===== src/rtl/lcd_read_controller.sv =====
// HD44780 read-cycle controller: single busy-flag/address or data read per
// request, with optional busy-flag polling bounded by POLL_MAX reads.
module lcd_read_controller #(
  parameter int unsigned SETUP_CYC  = 2,
  parameter int unsigned CLK_Divide = 16,
  parameter int unsigned HOLD_CYC   = 2,
  parameter int unsigned POLL_MAX   = 1000
) (
  input  logic       iCLK,
  input  logic       iRST_N,
  input  logic       iStart,
  input  logic       iRS,
  input  logic       iPoll,
  output logic [7:0] oDATA,
  output logic       oDone,
  output logic       oTimeout,
  input  logic [7:0] LCD_DATA_IN,
  output logic       LCD_RW,
  output logic       LCD_EN,
  output logic       LCD_RS
);

  localparam logic [15:0] SetupLast = 16'(SETUP_CYC - 1);
  localparam logic [15:0] EnLast    = 16'(CLK_Divide - 1);
  localparam logic [15:0] HoldLast  = 16'(HOLD_CYC - 1);
  localparam logic [15:0] PollLimit = 16'(POLL_MAX);

  typedef enum logic [2:0] {StIdle, StSetup, StEnHigh, StHold, StDone} state_e;

  state_e      state_q, state_d;
  logic [15:0] cnt_q, cnt_d;
  logic [15:0] poll_cnt_q, poll_cnt_d;
  logic        start_prev_q;
  logic        poll_q, poll_d;
  logic        rs_q, rs_d;
  logic        rw_q, rw_d;
  logic        en_q, en_d;
  logic        done_q, done_d;
  logic        timeout_q, timeout_d;
  logic [7:0]  data_q, data_d;

  logic        start_edge;
  logic [15:0] poll_next;

  assign start_edge = iStart & ~start_prev_q;
  assign poll_next  = poll_cnt_q + 16'd1;

  assign oDATA    = data_q;
  assign oDone    = done_q;
  assign oTimeout = timeout_q;
  assign LCD_RW   = rw_q;
  assign LCD_EN   = en_q;
  assign LCD_RS   = rs_q;

  // Next-state and registered-output logic for the read sequencer
  always_comb begin
    state_d    = state_q;
    cnt_d      = cnt_q;
    poll_cnt_d = poll_cnt_q;
    poll_d     = poll_q;
    rs_d       = rs_q;
    rw_d       = rw_q;
    en_d       = en_q;
    done_d     = done_q;
    timeout_d  = timeout_q;
    data_d     = data_q;

    unique case (state_q)
      StIdle, StDone: begin
        // Edges seen in any other state are dropped, not queued
        if (start_edge) begin
          poll_d     = iPoll;
          rs_d       = iRS;
          rw_d       = 1'b1;
          done_d     = 1'b0;
          timeout_d  = 1'b0;
          poll_cnt_d = '0;
          cnt_d      = '0;
          state_d    = StSetup;
        end
      end
      StSetup: begin
        if (cnt_q == SetupLast) begin
          en_d    = 1'b1;
          cnt_d   = '0;
          state_d = StEnHigh;
        end else begin
          cnt_d = cnt_q + 16'd1;
        end
      end
      StEnHigh: begin
        // Bus is stable while EN is high; sample on the falling-EN edge
        if (cnt_q == EnLast) begin
          en_d    = 1'b0;
          data_d  = LCD_DATA_IN;
          cnt_d   = '0;
          state_d = StHold;
        end else begin
          cnt_d = cnt_q + 16'd1;
        end
      end
      StHold: begin
        if (cnt_q == HoldLast) begin
          cnt_d = '0;
          if (poll_q && !rs_q && data_q[7]) begin
            poll_cnt_d = poll_next;
            if (poll_next == PollLimit) begin
              timeout_d = 1'b1;
              rw_d      = 1'b0;
              done_d    = 1'b1;
              state_d   = StDone;
            end else begin
              state_d = StSetup;
            end
          end else begin
            rw_d    = 1'b0;
            done_d  = 1'b1;
            state_d = StDone;
          end
        end else begin
          cnt_d = cnt_q + 16'd1;
        end
      end
      default: state_d = StIdle;
    endcase
  end

  // State and output registers with asynchronous reset
  always_ff @(posedge iCLK or negedge iRST_N) begin
    if (!iRST_N) begin
      state_q      <= StIdle;
      cnt_q        <= '0;
      poll_cnt_q   <= '0;
      start_prev_q <= 1'b0;
      poll_q       <= 1'b0;
      rs_q         <= 1'b0;
      rw_q         <= 1'b0;
      en_q         <= 1'b0;
      done_q       <= 1'b0;
      timeout_q    <= 1'b0;
      data_q       <= '0;
    end else begin
      state_q      <= state_d;
      cnt_q        <= cnt_d;
      poll_cnt_q   <= poll_cnt_d;
      start_prev_q <= iStart;
      poll_q       <= poll_d;
      rs_q         <= rs_d;
      rw_q         <= rw_d;
      en_q         <= en_d;
      done_q       <= done_d;
      timeout_q    <= timeout_d;
      data_q       <= data_d;
    end
  end

endmodule


===== config.mk =====
export PLATFORM = sky130hd
export DESIGN_NAME = lcd_read_controller
export DESIGN_NICKNAME = d
export VERILOG_FILES = /design/src/rtl/lcd_read_controller.sv
export SDC_FILE = /design/constraint.sdc
export NUM_CORES = 1
export LEC_CHECK = 0
export CORE_UTILIZATION = 57
export DETAILED_ROUTE_END_ITERATION = 7
export HOLD_SLACK_MARGIN = 0.12
export PLACE_DENSITY_LB_ADDON = 0.25
export SYNTH_ARGS = -nofsm -noshare
export SYNTH_HDL_FRONTEND = slang
export SYNTH_SLANG_ARGS = --single-unit

===== constraint.sdc =====
create_clock -name iCLK -period 2.9 [get_ports iCLK]
set_input_delay 0.29 -clock iCLK [delete_from_list [all_inputs] [get_ports iCLK]]
set_output_delay 0.29 -clock iCLK [all_outputs]
set_load 0.005 [all_outputs]

# Yosys cells after proc, flatten, opt, wreduce, memory -nomap -nowiden
# Index checks and enable logic that the tools add are counted.
# word_totals
register_bits,50
output_inout_bits,13
wordCells,76
# op_classes
addsub,2
eq_ne,14
mux,30
bitwise_logic,2
reduce_logical,17
# op_table
cell,n
$mux 16,5
$pmux 16 s3,1
$add 16x1->16 const B,2
$pmux 16 s2,1
$mux 3,6
$eq 16x1->1 const B,1
$eq 16x10->1 const B,1
$eq 16x4->1 const B,1
$mux 1,12
$ne 2x2->1 const B,6
$pmux 3 s4,1
$reduce_and 4->1,3
$pmux 1 s2,4
$eq 3x2->1 const B,2
$reduce_and 2->1,3
$reduce_and 5->1,1
$reduce_bool 2->1,2
$reduce_or 2->1,2
$eq 3x1->1 const B,1
$eq 3x3->1 const B,1
$logic_not 3->1,1
$ne 3x3->1 const B,1
$reduce_and 3->1,1
$reduce_bool 3->1,1
4 further kinds,5

# Logic depth before layout (Yosys ltp)
# Gate-level depths: netlist of the first run.
# depth
ltp_word,6
ltp_mapped,9

# Worst setup path before layout of the first run
# Ideal clock, no wire load.
# synth_path
path_kind,flip-flop to flip-flop
start,register poll_cnt_q[0]
end,"register rw_q, in the netlist LCD_RW"
setup_ns,0.120
t_arrival_ns,2.024
t_required_ns,2.780
slack_ns,0.757
stages_incl_launch_ff,8
n_path_buf,0
synth_period_minus_slack_ns,2.143
path_cell_list,dfrtp_1 -> ha_1 -> nand4_1 -> nor2_1 -> a211o_1 -> a2111oi_2 -> nand4_1 -> a31o_1
# synth_via
elab_chain_len,4
# synth_rtl
item,line_no,text
start: declaration,32,"logic [15:0] poll_cnt_q, poll_cnt_d;"
start signal: assignment,145,poll_cnt_q <= poll_cnt_d;
$add 16x1->16,46,assign poll_next = poll_cnt_q + 16'd1;
$eq 16x10->1,107,if (poll_next == PollLimit) begin
$ne 3x3->1 (no source line),-,
$reduce_and 4->1 (no source line),-,
end signal: assignment,149,rw_q <= rw_d;
end: declaration,36,"logic rw_q, rw_d;"
# Every way passes these cells.
# A chain may end at the register's enable or synchronous reset.

# Final worst setup path of the first run
# Ends and elaborated chain as after synthesis.

==> flow_summary_export.csv, run 1 <==
group,metric,value,unit
outcome,status,"completed",
route,drcViolationCount,0,
worst_setup_path,r2r_cells,7,
floorplan,rows,24,
grt,grt_pass1_wl,9798,um
cts,cts_buffer_depth,2,
cts,clkSlewWorstSetupHoldPaths,0.09,ns
worst_setup_path,slowest_delay,0.47,ns
cts,root_buffer,"clkbuf_8",
hold_path,min_path_type,"input pin to asynchronous set/reset pin",
timing,setup_tns,0,ns
timing,hold_viol,0,
yosys,synth_area,2754,sq um
timing,slew_headroom,56.51,%
floorplan,core_area,4504,sq um
grt,grt_usage,24.66,%
yosys,synth_mux_area_share,4.362,%
cts,worstSkewPairLatency,0.30,ns
yosys,synth_top_family_by_area,"simple AND/OR/NAND/NOR gates",
cts,cts_buffers,5,
yosys,synthCells,297,
worst_setup_path,start_kind,"register",
power,power,2.011,mW
floorplan,start_util,61.14,%
layout,drive_gt1_share,8.723,%
yosys,synth.distinct_cells,45,
worst_setup_path,rr_startpoint,"poll_cnt_q[0]$_DFFE_PN0P_",
yosys,yosysTopAreaCell,"dfrtp_1",
timing,max_slew.worst_pin.slew,0.6523,ns
layout,fin_nets,337,
yosys,synthAdderAreaFrac,1.817,%
worst_setup_path,cp_cell_sequence,"ha_1 > nand4_1 > nor2_1 > a211o_1 > a2111oi_2 > nand4_1 > a31o_1",
worst_setup_path,crit_start,"poll_cnt_q[0]$_DFFE_PN0P_",
worst_setup_path,criticalPathCategory,"register to register",
yosys,synth_warnings,0,
route,first_pass_iters,4,
power,p_leak,1.343,nW
grt,overflow,0,
yosys,ys_seq_area_share,45.43,%
yosys,yosys-top-cells-count,"dfrtp_1 (50), nor2_1 (33), nand2_1 (26)",
timing,skew,0.01050,ns
floorplan,boundaryPins,26,
floorplan,die_h,71.51,um
yosys,ys_ff_latch,50,
worst_setup_path,critical-path-slowest-cell,"dfrtp_1",
route,vias_per_cell,6.019,
yosys,syn-num-nets,314,
layout,area_growth,15.54,%
yosys,synth.most_common_cell,"dfrtp_1",
worst_setup_path,cpMostUsedCell,"nand4_1",
cts,cts_num_sinks,50,
timing,setup_viol,0,
cts,htree_levels,2,
yosys,synthXorXnorAreaFrac,7.315,%
power,power_density,632.2,nW/um^2
worst_setup_path,end_kind,"register",
placed_design,hpwl,4080,um
worst_setup_path,r2r_setup_slack,0.53,ns
route,wl_per_cell,15.14,um
floorplan,dieArea,5114,sq um
yosys,synth_top_area_share,45.43,%
cts,cts_tree,"yes",
yosys,synth-edff-count,0,
yosys,yosys-top-cells-area,"dfrtp_1 (45%), nor2_1 (4.5%), xnor2_1 (4.5%)",
placed_design,gp_congestion,0.8723,
layout,antenna_cells,0,
worst_setup_path,required,3.11,ns
worst_setup_path,r2r_end,"LCD_RW$_DFFE_PN0P_",
grt,grt_max_degree,33,
floorplan,die_width,71.51,um
yosys,synth.avg_cell_area,9.272,sq um
timing,post-route-min-period,2.374,ns
power,ir_worst_vdd,0.0004143,V
yosys,async_reset_ff_share,100.0,%
route,drt-total-wl,5649,um
yosys,synthSimpleGateAreaFrac,26.31,%
route,drtIter0Drc,211,
route,drtAntennaViolNets,0,
worst_setup_path,arrival,2.58,ns
grt,grt_antenna_before_repair,0,
timing,rsz0062_at_grt,"false",
timing,slew_violations,0,
timing,fmax,0.4212,GHz
worst_setup_path,path_max_fanout,8,
placed_design,portBuffers,25,
grt,grt_pass1_vias,2049,
timing,period_share,81.87,%
yosys,ys.flop_type,"dfrtp_1",
yosys,synth_compound_area_share,11.45,%
job,maxCapViolations,0,
route,vias,2245,
worst_setup_path,crit_end,"LCD_RW$_DFFE_PN0P_",
==> logic make-up (layout without fill, tap and decap cells) <==
group	count (synthesis)	after routing
multiplexers	11	11
XOR/XNOR	23	23
AND/OR/NAND/NOR	141	141
AO/OA/AOI/OAI	48	48
adder cells (fa/ha/maj)	4	4
buffers and inverters	20	44
flip-flops	50	50
==> layout by cell type, fill, tap and decap left out, types with 3 or more instances in the layout <==
| cell type | count |
|---|---|
| mux2_2 | 8 |
| and3_1 | 4 |
| nand4_1 | 14 |
| nor4_1 | 9 |
| inv_1 | 5 |
| ha_1 | 4 |
| nand3_1 | 19 |
| a21oi_1 | 9 |
| mux2i_1 | 3 |
| or3_1 | 5 |
| nand3b_1 | 4 |
| clkdlybuf4s50_1 | 24 |
| nor2_1 | 33 |
| clkbuf_8 | 6 |
| buf_4 | 5 |
| o21ai_0 | 12 |
| nand2_1 | 26 |
| o21ai_1 | 11 |
| dfrtp_1 | 50 |
| xor2_1 | 9 |
| nor3_1 | 10 |
| and2_1 | 4 |
| xnor2_1 | 14 |
==> worst min-delay path by stage <==
| stage | from | to | slack (ns) | depth (start not counted) |
|---|---|---|---|---|
| finish | iRST_N | poll_cnt_q[3]$_DFFE_PN0P_ | 0.44 | 2 |
| global route | iStart | start_prev_q$_DFF_PN0_ | 0.49 | 1 |
| CTS | iRST_N | poll_cnt_q[3]$_DFFE_PN0P_ | 0.45 | 2 |
| detailed placement | iRST_N | poll_cnt_q[3]$_DFFE_PN0P_ | 0.25 | 1 |
| global placement | iRST_N | poll_cnt_q[3]$_DFFE_PN0P_ | 0.25 | 1 |
| floorplan | iRST_N | LCD_EN$_DFFE_PN0P_ | -0.006 | 0 |
==> critical path, delay by kind of cell, from the launching register on <==
kind | cells | cell delay, ns
adders and majority gates | 1 | 0.31
and+or+nand+nor | 3 | 0.48
AOI/OAI and AO/OA | 3 | 1.01
DFF | 1 | 0.47
==> through the flow <==
step / area [sq um] / util (%) / hold slack [ns] / std cells / setup WS, ns
final: 3182 / 70.64 / 0.4362 / 373 / 0.5259
after global routing: 3182 / 70.64 / 0.4935 / 373 / 0.2591
after CTS: 3182 / 70.64 / 0.4540 / 373 / 0.5490
after detailed placement: 3029 / 67.25 / 0.2503 / 364 / 0.3722
after global placement: 3029 / 67.25 / 0.2459 / 364 / 0.4995
after floorplan: 2754 / - / -0.005591 / 297 / 0.7566
==> flip-flops by register name, indices dropped and copies added, names as in the netlist <==
register,count
LCD_EN,1
LCD_RS,1
LCD_RW,1
cnt_q,16
oDATA,8
oDone,1
oTimeout,1
poll_cnt_q,16
poll_q,1
start_prev_q,1
state_q,3
==> layer usage <==
layer	up-vias	part of all wire [%]	routed length, um	global-route usage [%]
li1	1107	-	-	-
met1	1083	48	2684	34.05
met2	49	48	2684	40.32
met3	6	3.8	217	4.641
met4	0	1.1	63	6.754
met5	-	0	0	0
==> timing repair <==
action,in CTS,in global routing
endpoints found under the hold margin,18,0
buffers inserted,0,0
resized for setup,0,0
hold buffers,1,0
==> final cells by class <==
cell class,count,area (sq um)
inverter,5,18.77
multi-input combinational,227,1411
timing repair buffer,31,292.8
sequential,50,1251
clock buffer,6,82.58
clock inverter,2,60.06
tap,52,65.06
fill,349,1323
==> report_power, final <==
part	total [mW]	internal, mW	switching, mW
sequential	0.873	0.771	0.102
clock	0.598	0.368	0.230
combinational	0.541	0.221	0.320
Note: power is estimated with default switching activity, not from simulation.
==> run 2: changes to the inputs <==
Settings changed: CORE_UTILIZATION 57 to 52.
Clock period 2.9 ns to 1.9 ns, I/O delays scaled along.
==> flow_summary_export.csv, run 2 (synthesis results as in run 1) <==
group,metric,value,unit
layout,final_common_cell,"buf_4",
worst_setup_path,arrival,2.33,ns
hold_path,min_path_type,"input pin to register",
route,vias,2903,
power,power,3.762,mW
route,drt-total-wl,9035,um
power,ir_worst_vdd,0.001039,V
timing,skew,0.02036,ns
floorplan,boundaryPins,26,
timing,fmax,0.4758,GHz
hold_path,min_to,"LCD_RS$_DFFE_PN0P_",
cts,clkSlewWorstSetupHoldPaths,0.12,ns
cts,root_buffer,"clkbuf_8",
cts,cts_tree,"yes",
placed_design,gp_congestion,0.8516,
cts,cts_buffer_depth,2,
floorplan,core_area,5107,sq um
grt,grt_usage,30.93,%
worst_setup_path,criticalPathCategory,"register to register",
worst_setup_path,r2r_setup_slack,-0.20,ns
worst_setup_path,start_kind,"register",
outcome,violations,"negative setup slack",
worst_setup_path,cp_cell_sequence,"buf_6 > buf_4 > nand3b_1 > o21ai_0 > a31oi_1 > a2111oi_4 > nand4_1 > a31o_1",
layout,final_cells,478,
power,p_leak,1.880,nW
placed_design,hpwl,5140,um
job,maxCapViolations,0,
placed_design,portBuffers,25,
route,first_pass_iters,5,
worst_setup_path,required,2.13,ns
route,wl_per_cell,18.90,um
cts,htree_levels,2,
floorplan,rows,26,
route,drcViolationCount,0,
timing,whs,0.4078,ns
grt,overflow,0,
worst_setup_path,critical-path-slowest-cell,"a2111oi_4",
floorplan,die_width,74.78,um
layout,area_growth,55.07,%
timing,slew_headroom,45.26,%
timing,slew_violations,0,
cts,cts_num_sinks,50,
timing,hold_viol,0,
timing,setup_viol,30,
layout,mostFrequentLayoutCells,"buf_4 (82), dfrtp_1 (45), nand2_1 (25)",
cts,worstSkewPairLatency,0.33,ns
timing,rsz0062_at_grt,"true",
grt,grt_max_degree,35,
route,drtIter0Drc,249,
timing,max_slew.worst_pin.slew,0.8211,ns
grt,grt_antenna_before_repair,0,
timing,period_share,110.6,%
floorplan,dieArea,5591,sq um
outcome,status,"finished with violations",
hold_path,worstHoldStart,"iRS",
layout,fill_cells,264,
worst_setup_path,slowest_delay,0.44,ns
floorplan,die_h,74.78,um
floorplan,start_util,53.92,%
power,power_density,880.9,nW/um^2
timing,final.setup.worst_slack,-0.2017,ns
timing,setup_tns,-2.349,ns
worst_setup_path,r2r_cells,8,
worst_setup_path,path_max_fanout,5,
layout,fin_nets,424,
timing,post-route-min-period,2.102,ns
worst_setup_path,end_kind,"register",
hold_path,holdPathStages,3,
layout,drive_gt1_share,42.40,%
layout,antenna_cells,0,
cts,cts_buffers,5,
route,drtAntennaViolNets,0,
grt,grt_pass1_wl,12960,um
worst_setup_path,r2r_end,"LCD_RW$_DFFE_PN0P_",
route,vias_per_cell,6.073,
grt,grt_pass1_vias,2803,
layout,multiInputGateArea,1839,sq um
layout,seqCellArea,1257,sq um
placed_design,placedCellCount,447,
worst_setup_path,rr_startpoint,"poll_cnt_q[0]$_DFFE_PN0P_",
run 2: through the flow:
stage | cell area, sq um | utilization, % | setup slack, ns
2_1_floorplan | 2889 | - | -0.06541
5_1_grt | 4270 | 83.61 | -0.2667
3_5_place_dp | 3640 | 71.26 | -0.2235
6_report | 4270 | 83.61 | -0.2017
3_3_place_gp | 3640 | 71.26 | -0.1603
4_1_cts | 4069 | 79.67 | -0.1135
run 2: timing repair:
action                                  CTS  global route
hold buffers                              1             0
pin swaps                                30            22
setup buffers                            11             9
hold endpoints to repair                 32             0
cloned                                    1             1
endpoints found under the setup margin   33            43
gates resized for setup                  58            27
run 2: worst max-delay path by stage:
stage                         startpoint                   end  slack [ns]  cells past startpoint
2_1_floorplan     state_q[1]$_DFFE_PN0P_  cnt_q[9]$_DFFE_PN0P_       -0.07                      8
3_3_place_gp   poll_cnt_q[1]$_DFFE_PN0P_    LCD_RW$_DFFE_PN0P_       -0.16                      7
3_5_place_dp                      iStart  cnt_q[9]$_DFFE_PN0P_       -0.22                      7
4_1_cts        poll_cnt_q[1]$_DFFE_PN0P_    LCD_RW$_DFFE_PN0P_       -0.11                      7
5_1_grt        poll_cnt_q[0]$_DFFE_PN0P_    LCD_RW$_DFFE_PN0P_       -0.27                      8
6_report       poll_cnt_q[0]$_DFFE_PN0P_    LCD_RW$_DFFE_PN0P_       -0.20                      8
run 2: power breakdown:
| group | internal (mW) | switching [mW] | total [mW] |
|---|---|---|---|
| clock | 0.272 | 0.409 | 0.682 |
| combinational | 0.847 | 0.969 | 1.82 |
| sequential | 1.18 | 0.0863 | 1.26 |
| total | 2.30 | 1.47 | 3.76 |
run 2: final cells by class:
class,count,area share (%)
multi-input cells,228,43.07
flip-flops and latches,50,29.45
repair buffers,117,22.77
well taps,70,2.051
clock buffers,5,1.611
clock inverters,3,0.6153
inverters,5,0.4395
run 2: worst max-delay path, delay by kind of cell (launching register included):
| family | cells | cell delay (ns) |
|---|---|---|
| simple gates | 2 | 0.29 |
| buf+inv | 2 | 0.26 |
| flops | 1 | 0.41 |
| compound gates | 4 | 1.04 |
run 2: layer usage:
metal | vias to the layer above | track usage [%] | wire (um)
met5 | - | 0 | 0
met4 | 0 | 12.79 | 371
met3 | 42 | 5.622 | 488
met2 | 143 | 55.76 | 4754
met1 | 1435 | 36.17 | 3421
li1 | 1283 | - | -
